===== config.mk =====
export PLATFORM = sky130hd
export DESIGN_NAME = bellek_hakemi
export DESIGN_NICKNAME = d
export VERILOG_FILES = /design/src/rtl/bellek_hakemi_pkg.sv /design/src/rtl/bellek_hakemi.sv
export SDC_FILE = /design/constraint.sdc
export NUM_CORES = 1
export LEC_CHECK = 0
export BUFFER_PORTS_ARGS = -buffer_cell sky130_fd_sc_hd__buf_2
export CAP_MARGIN = 30
export CORE_MARGIN = 8
export CORE_UTILIZATION = 35
export CTS_CLUSTER_SIZE = 20
export DETAILED_ROUTE_END_ITERATION = 10
export PLACE_DENSITY = 0.77
export SYNTH_ARGS = -nofsm -noshare
export SYNTH_HDL_FRONTEND = slang
export SYNTH_SLANG_ARGS = --single-unit

===== constraint.sdc =====
create_clock -name clk_i -period 6 [get_ports clk_i]
set_input_delay 0.6 -clock clk_i [delete_from_list [all_inputs] [get_ports clk_i]]
set_output_delay 0.6 -clock clk_i [all_outputs]
set_load 0.1 [all_outputs]

===== src/rtl/bellek_hakemi_pkg.sv =====
// Shared encodings for the memory-port arbiter: FSM states and transaction owners.
package bellek_hakemi_pkg;

    typedef logic [1:0] durum_t;
    typedef logic       sahip_t;

    localparam durum_t BOSTA  = 2'd0;
    localparam durum_t HIZMET = 2'd1;
    localparam durum_t BITIR  = 2'd2;

    localparam sahip_t SAHIP_L1B = 1'b0;
    localparam sahip_t SAHIP_L1V = 1'b1;

endpackage


===== src/rtl/bellek_hakemi.sv =====
// Round-robin arbiter granting one shared main-memory port to the L1 instruction
// and L1 data caches, one burst or single-beat transaction at a time.
module bellek_hakemi
    import bellek_hakemi_pkg::*;
#(
    parameter int BURST_UZUNLUK = 4,
    parameter int VERI_BIT      = 32
) (
    input  logic                  clk_i,
    input  logic                  rst_i,

    input  logic                  l1b_istek_i,
    input  logic [31:0]           l1b_adr_i,
    output logic [VERI_BIT-1:0]   l1b_veri_o,
    output logic                  l1b_gecerli_o,
    output logic                  l1b_son_o,

    input  logic                  l1v_istek_i,
    input  logic                  l1v_yaz_i,
    input  logic                  l1v_tek_i,
    input  logic [31:0]           l1v_adr_i,
    input  logic [VERI_BIT/8-1:0] l1v_maske_i,
    input  logic [VERI_BIT-1:0]   l1v_veri_i,
    output logic                  l1v_veri_al_o,
    output logic [VERI_BIT-1:0]   l1v_veri_o,
    output logic                  l1v_gecerli_o,
    output logic                  l1v_son_o,

    output logic                  bel_istek_o,
    output logic                  bel_yaz_o,
    output logic [31:0]           bel_adr_o,
    output logic [VERI_BIT/8-1:0] bel_maske_o,
    output logic [VERI_BIT-1:0]   bel_veri_o,
    input  logic [VERI_BIT-1:0]   bel_veri_i,
    input  logic                  bel_gecerli_i
);

    localparam int SW  = $clog2(BURST_UZUNLUK);
    localparam int OFS = SW + 2;
    localparam int MW  = VERI_BIT / 8;
    localparam logic [31:0]   HIZA_MASKE = ~((32'd1 << OFS) - 32'd1);
    localparam logic [SW-1:0] SON_SAYAC  = SW'(BURST_UZUNLUK - 1);

    durum_t          durum;
    sahip_t          sahip;
    sahip_t          son_sahip;
    logic            yaz_r;
    logic            tek_r;
    logic [31:0]     taban;
    logic [MW-1:0]   maske_r;
    logic [SW-1:0]   sayac;

    logic            hizmet;
    logic            beat;
    logic            son_beat;
    logic            l1v_secildi;

    always_comb begin
        hizmet      = (durum == HIZMET);
        beat        = hizmet && bel_gecerli_i;
        son_beat    = tek_r || (sayac == SON_SAYAC);
        // On a tie the side that was not served last wins.
        l1v_secildi = l1v_istek_i && (!l1b_istek_i || son_sahip == SAHIP_L1B);
    end

    always_comb begin
        bel_istek_o   = hizmet;
        bel_yaz_o     = hizmet && yaz_r;
        bel_adr_o     = hizmet ? taban + {{(32-OFS){1'b0}}, sayac, 2'b00} : '0;
        bel_maske_o   = hizmet ? maske_r : '0;
        bel_veri_o    = (hizmet && yaz_r) ? l1v_veri_i : '0;
        l1v_veri_al_o = beat && yaz_r;
        l1b_son_o     = (durum == BITIR) && (sahip == SAHIP_L1B);
        l1v_son_o     = (durum == BITIR) && (sahip == SAHIP_L1V);
    end

    // NOTE: all state below uses non-blocking assignments so every register samples
    // pre-edge values regardless of statement order inside the block.
    always_ff @(posedge clk_i) begin
        if (rst_i) begin
            durum         <= BOSTA;
            sahip         <= SAHIP_L1B;
            son_sahip     <= SAHIP_L1B;
            yaz_r         <= 1'b0;
            tek_r         <= 1'b0;
            taban         <= '0;
            maske_r       <= '0;
            sayac         <= '0;
            l1b_gecerli_o <= 1'b0;
            l1v_gecerli_o <= 1'b0;
            l1b_veri_o    <= '0;
            l1v_veri_o    <= '0;
        end else begin
            l1b_gecerli_o <= beat && !yaz_r && (sahip == SAHIP_L1B);
            l1v_gecerli_o <= beat && !yaz_r && (sahip == SAHIP_L1V);
            if (beat && !yaz_r) begin
                if (sahip == SAHIP_L1B) l1b_veri_o <= bel_veri_i;
                else                    l1v_veri_o <= bel_veri_i;
            end

            case (durum)
                BOSTA: begin
                    if (l1b_istek_i || l1v_istek_i) begin
                        durum <= HIZMET;
                        sayac <= '0;
                        if (l1v_secildi) begin
                            sahip   <= SAHIP_L1V;
                            yaz_r   <= l1v_yaz_i;
                            tek_r   <= l1v_tek_i;
                            taban   <= l1v_tek_i ? {l1v_adr_i[31:2], 2'b00}
                                                 : (l1v_adr_i & HIZA_MASKE);
                            maske_r <= l1v_yaz_i ? l1v_maske_i : '1;
                        end else begin
                            sahip   <= SAHIP_L1B;
                            yaz_r   <= 1'b0;
                            tek_r   <= 1'b0;
                            taban   <= l1b_adr_i & HIZA_MASKE;
                            maske_r <= '1;
                        end
                    end
                end
                HIZMET: begin
                    if (bel_gecerli_i) begin
                        if (son_beat) begin
                            durum     <= BITIR;
                            son_sahip <= sahip;
                            sayac     <= '0;
                        end else begin
                            sayac <= sayac + SW'(1);
                        end
                    end
                end
                BITIR:   durum <= BOSTA;
                default: durum <= BOSTA;
            endcase
        end
    end

endmodule

==> impl_metrics.py <==
metrics = {
    "clock_network": {
        "clkTransAtPathRegs_ns": 0.07,
        "cts_root_buffer": "clkbuf_16",
        "numCtsBuffers": 9,
        "cts_hold_buffers": 0,
        "ctsResizeCount": 0,
        "cts_tree": "yes",
        "cts.sinks": 108,
        "htreeDepth": 3,
        "clk_latency_ns": 0.35,
        "postCtsSetupRepairBufs": 0,
        "clock_path_buffers": 2,
    },
    "logic_synthesis": {
        "synth_xor_area_share_pct": 2.05,
        "ys_ff_latch": 108,
        "synth_flop_cell": "dfxtp_1",
        "seq_area_frac_synth_pct": 42.2,
        "synthMuxAreaShare_pct": 5.67,
        "yosysUniqueCellTypes": 47,
        "syn_avg_cell_area_sq_um": 7.88,
        "syn_area_sq_mm": 0.00512,
        "synthArstFlopShare_pct": 0,
        "synth_top_family_by_area": "simple AND/OR/NAND/NOR gates",
        "ys_warn_count": 0,
        "yosys.area_share.simple_pct": 27.5,
        "syn_inst": 650,
        "synth_fa_ha_area_share_pct": 1.12,
        "synth_compound_area_share_pct": 16.5,
        "synth_edf_count": 0,
    },
    "status": {
        "status": "finished, final reports clean",
    },
    "place": {
        "dpl_cell_area_sq_mm": 0.00661,
        "dp_hpwl_um": 13300,
        "finalWeightedCongestion": 0.789,
        "io_buffers": 269,
    },
    "drt": {
        "drt_pass1_iterations": 5,
        "drc": 0,
        "wirelength_um": 17500,
        "wl_per_cell_um": 16.3,
        "drt-initial-drc-count": 356,
        "vias": 5529,
        "ant_nets": 0,
        "vias_per_cell": 5.14,
    },
    "power": {
        "swShare_pct": 36.4,
        "seqPwrFrac_pct": 42.4,
        "power_w": 0.00189,
        "p_int_w": 0.00120,
        "p_sw_w": 0.000689,
        "p_leak_nw": 3.28,
        "clkPwrFrac_pct": 32.1,
        "p_comb_share_pct": 25.5,
        "vdd_drop_max_mv": 0.192,
        "powerDensity_mw_per_mm2": 274,
    },
    "sta": {
        "period_needed_ns": 3.58,
        "setup_viol": 0,
        "max_slew_margin_pct": 31.4,
        "fin_skew_ns": 0.00732,
        "clock.fmax_mhz": 279,
        "period_share_pct": 59.7,
        "hold_viol_final": 0,
        "fin_tns_setup_ns": 0,
        "drv_slew": 0,
        "rsz0062_at_grt": "false",
        "tightest_slew_ns": 1.03,
    },
    "finish": {
        "mostFrequentLayoutCell": "buf_2",
        "final_area_sq_mm": 0.00691,
        "nFillCells": 1433,
        "drive_gt1_share_pct": 34.2,
        "syn2layout_area_growth_pct": 35.0,
        "insertedDiodeCount": 0,
        "layout_common_cells": "buf_2 (268), nand2_1 (141), dfxtp_1 (108)",
        "nNetsFinal": 1029,
    },
    "setup_path": {
        "crit_path_top_delay_cell": "or3_1",
        "start_kind": "flip-flop",
        "regToRegStartpoint": "yaz_r$_SDFFE_PP0P_",
        "r2r-end": "l1b_veri_o[22]$_SDFFE_PP0P_",
        "critPathBufInv": 1,
        "criticalPathCategory": "reg2out",
        "path_cells": "ha_1, fa_1, nand4_1, or3_1, or4_1, a21oi_1, buf_2",
        "cp.depth": 7,
        "arrival_ns": 2.98,
        "cp_top_family": "simple AND/OR/NAND/NOR gates",
        "regToRegSetupSlack_ns": 4.07,
        "cp_slowest_stage_delay_ns": 0.48,
        "crit_path_max_fanout": 8,
        "critPathCaptureType": "output port",
        "crit_required_ns": 5.40,
        "r2r_cells": 4,
    },
    "global_routing": {
        "grt_pass1_wl_um": 26600,
        "grt_pass1_vias": 5220,
        "antenna_found_initial": 0,
        "grt_max_degree": 56,
        "grt.total_usage_pct": 17.6,
        "grt_overflow": 0,
    },
    "run": {
        "max_cap_violations": 0,
    },
    "floorplanning": {
        "fp.dieH_um": 137,
        "dieArea_sq_mm": 0.0188,
        "core_area_sq_mm": 0.0144,
        "num_rows": 44,
        "die_w_um": 137,
        "initial_core_util_pct": 35.5,
        "io_pins": 278,
    },
    "hold_path": {
        "hold_depth": 2,
        "min_path_type": "reg2reg",
        "min_to": "l1v_veri_o[0]$_SDFFE_PP0P_",
        "worstHoldStart": "l1v_veri_o[0]$_SDFFE_PP0P_",
    },
}
worst max path at each step:
stage / start / end
2_1_floorplan: sayac[0]$_SDFFE_PP0P_ / bel_adr_o[26]
3_3_place_gp: durum[1]$_SDFFE_PP0P_ / bel_veri_o[0]
3_5_place_dp: sayac[1]$_SDFFE_PP0P_ / bel_adr_o[21]
4_1_cts: sayac[1]$_SDFFE_PP0P_ / bel_adr_o[21]
5_1_grt: sayac[0]$_SDFFE_PP0P_ / bel_adr_o[28]
6_report: sayac[0]$_SDFFE_PP0P_ / bel_adr_o[30]
registers in the layout, indices dropped and copies added (netlist names):
name	count
sayac	2
l1b_veri_o	32
maske_r	4
son_sahip	1
durum	2
taban	30
l1v_veri_o	32
l1b_gecerli_o	1
sahip	1
tek_r	1
yaz_r	1
l1v_gecerli_o	1
worst min-delay path, cell delays in order (launching register included):
cell and delay, ns:
dfxtp_1 0.31, nand2_1 0.05, a21oi_1 0.05
synthesized netlist by cell type, drive strengths merged, types with 2 or more instances:
cell	instances	area [sq um]
nand2	141	529
dfxtp	108	2160
a21oi	85	425
nor2	51	191
clkbuf	46	173
and3	33	206
mux2i	29	290
a211oi	28	210
nand4	10	75.1
and2	9	56.3
nand3	9	45.0
buf	8	51.3
o21ai	8	40.0
or3	8	50.1
or4	8	63.8
and4	6	52.6
inv	6	22.5
o31ai	6	45.0
xnor2	6	52.6
xor2	6	52.6
nor3	5	25.0
nor4	4	25.0
o221a	4	45.0
ha	3	37.5
o41ai	3	26.3
a32oi	2	17.5
nand4bb	2	22.5
nor3b	2	15.0
power by group through the flow:
stage	Combinational, W	Clock (W)	Sequential, W
floorplan	0.000276	0	0.000901
global placement	0.000473	0	0.000817
detailed placement	0.000485	0	0.000819
CTS	0.000486	0.000627	0.000802
global route	0.000512	0.000657	0.000810
finish	0.000483	0.000608	0.000803
cell families after synthesis:
| logic type | Yosys count |
|---|---|
| other | 1 |
| buffers and inverters | 60 |
| adders and majority gates | 4 |
| AOI/OAI and AO/OA | 141 |
| and+or+nand+nor | 295 |
| xor gates and xnor gates | 12 |
| DFF | 108 |
| muxes | 29 |
per-stage QoR:
step	utilization, %	setup slack (ns)	std cells	hold slack [ns]
2_1_floorplan	-	2.15	651	0.455
3_3_place_gp	45.4	2.57	1056	0.438
3_5_place_dp	45.8	2.80	1059	0.443
4_1_cts	47.9	2.40	1075	0.453
5_1_grt	47.9	2.25	1075	0.470
6_report	47.9	2.42	1075	0.452
routing by layer:
| metal | vias to the layer above | wire (um) | GRT usage [%] |
|---|---|---|---|
| met2 | 235 | 8100 | 28.2 |
| li1 | 2733 | - | - |
| met4 | 0 | 255 | 6.28 |
| met5 | - | 0 | 0 |
| met1 | 2545 | 7020 | 20.7 |
| met3 | 16 | 2170 | 7.49 |
cell type report:
type | count | area, sq um | area share, %
Tap cell | 184 | 230 | 3.33
Timing Repair Buffer | 278 | 1460 | 21.1
Multi-Input combinational cell | 483 | 2740 | 39.6
Sequential cell | 108 | 2160 | 31.3
Clock buffer | 11 | 233 | 3.37
Clock inverter | 5 | 68.8 | 0.995
Inverter | 6 | 22.5 | 0.326
Power figures use the tool's default switching activity.
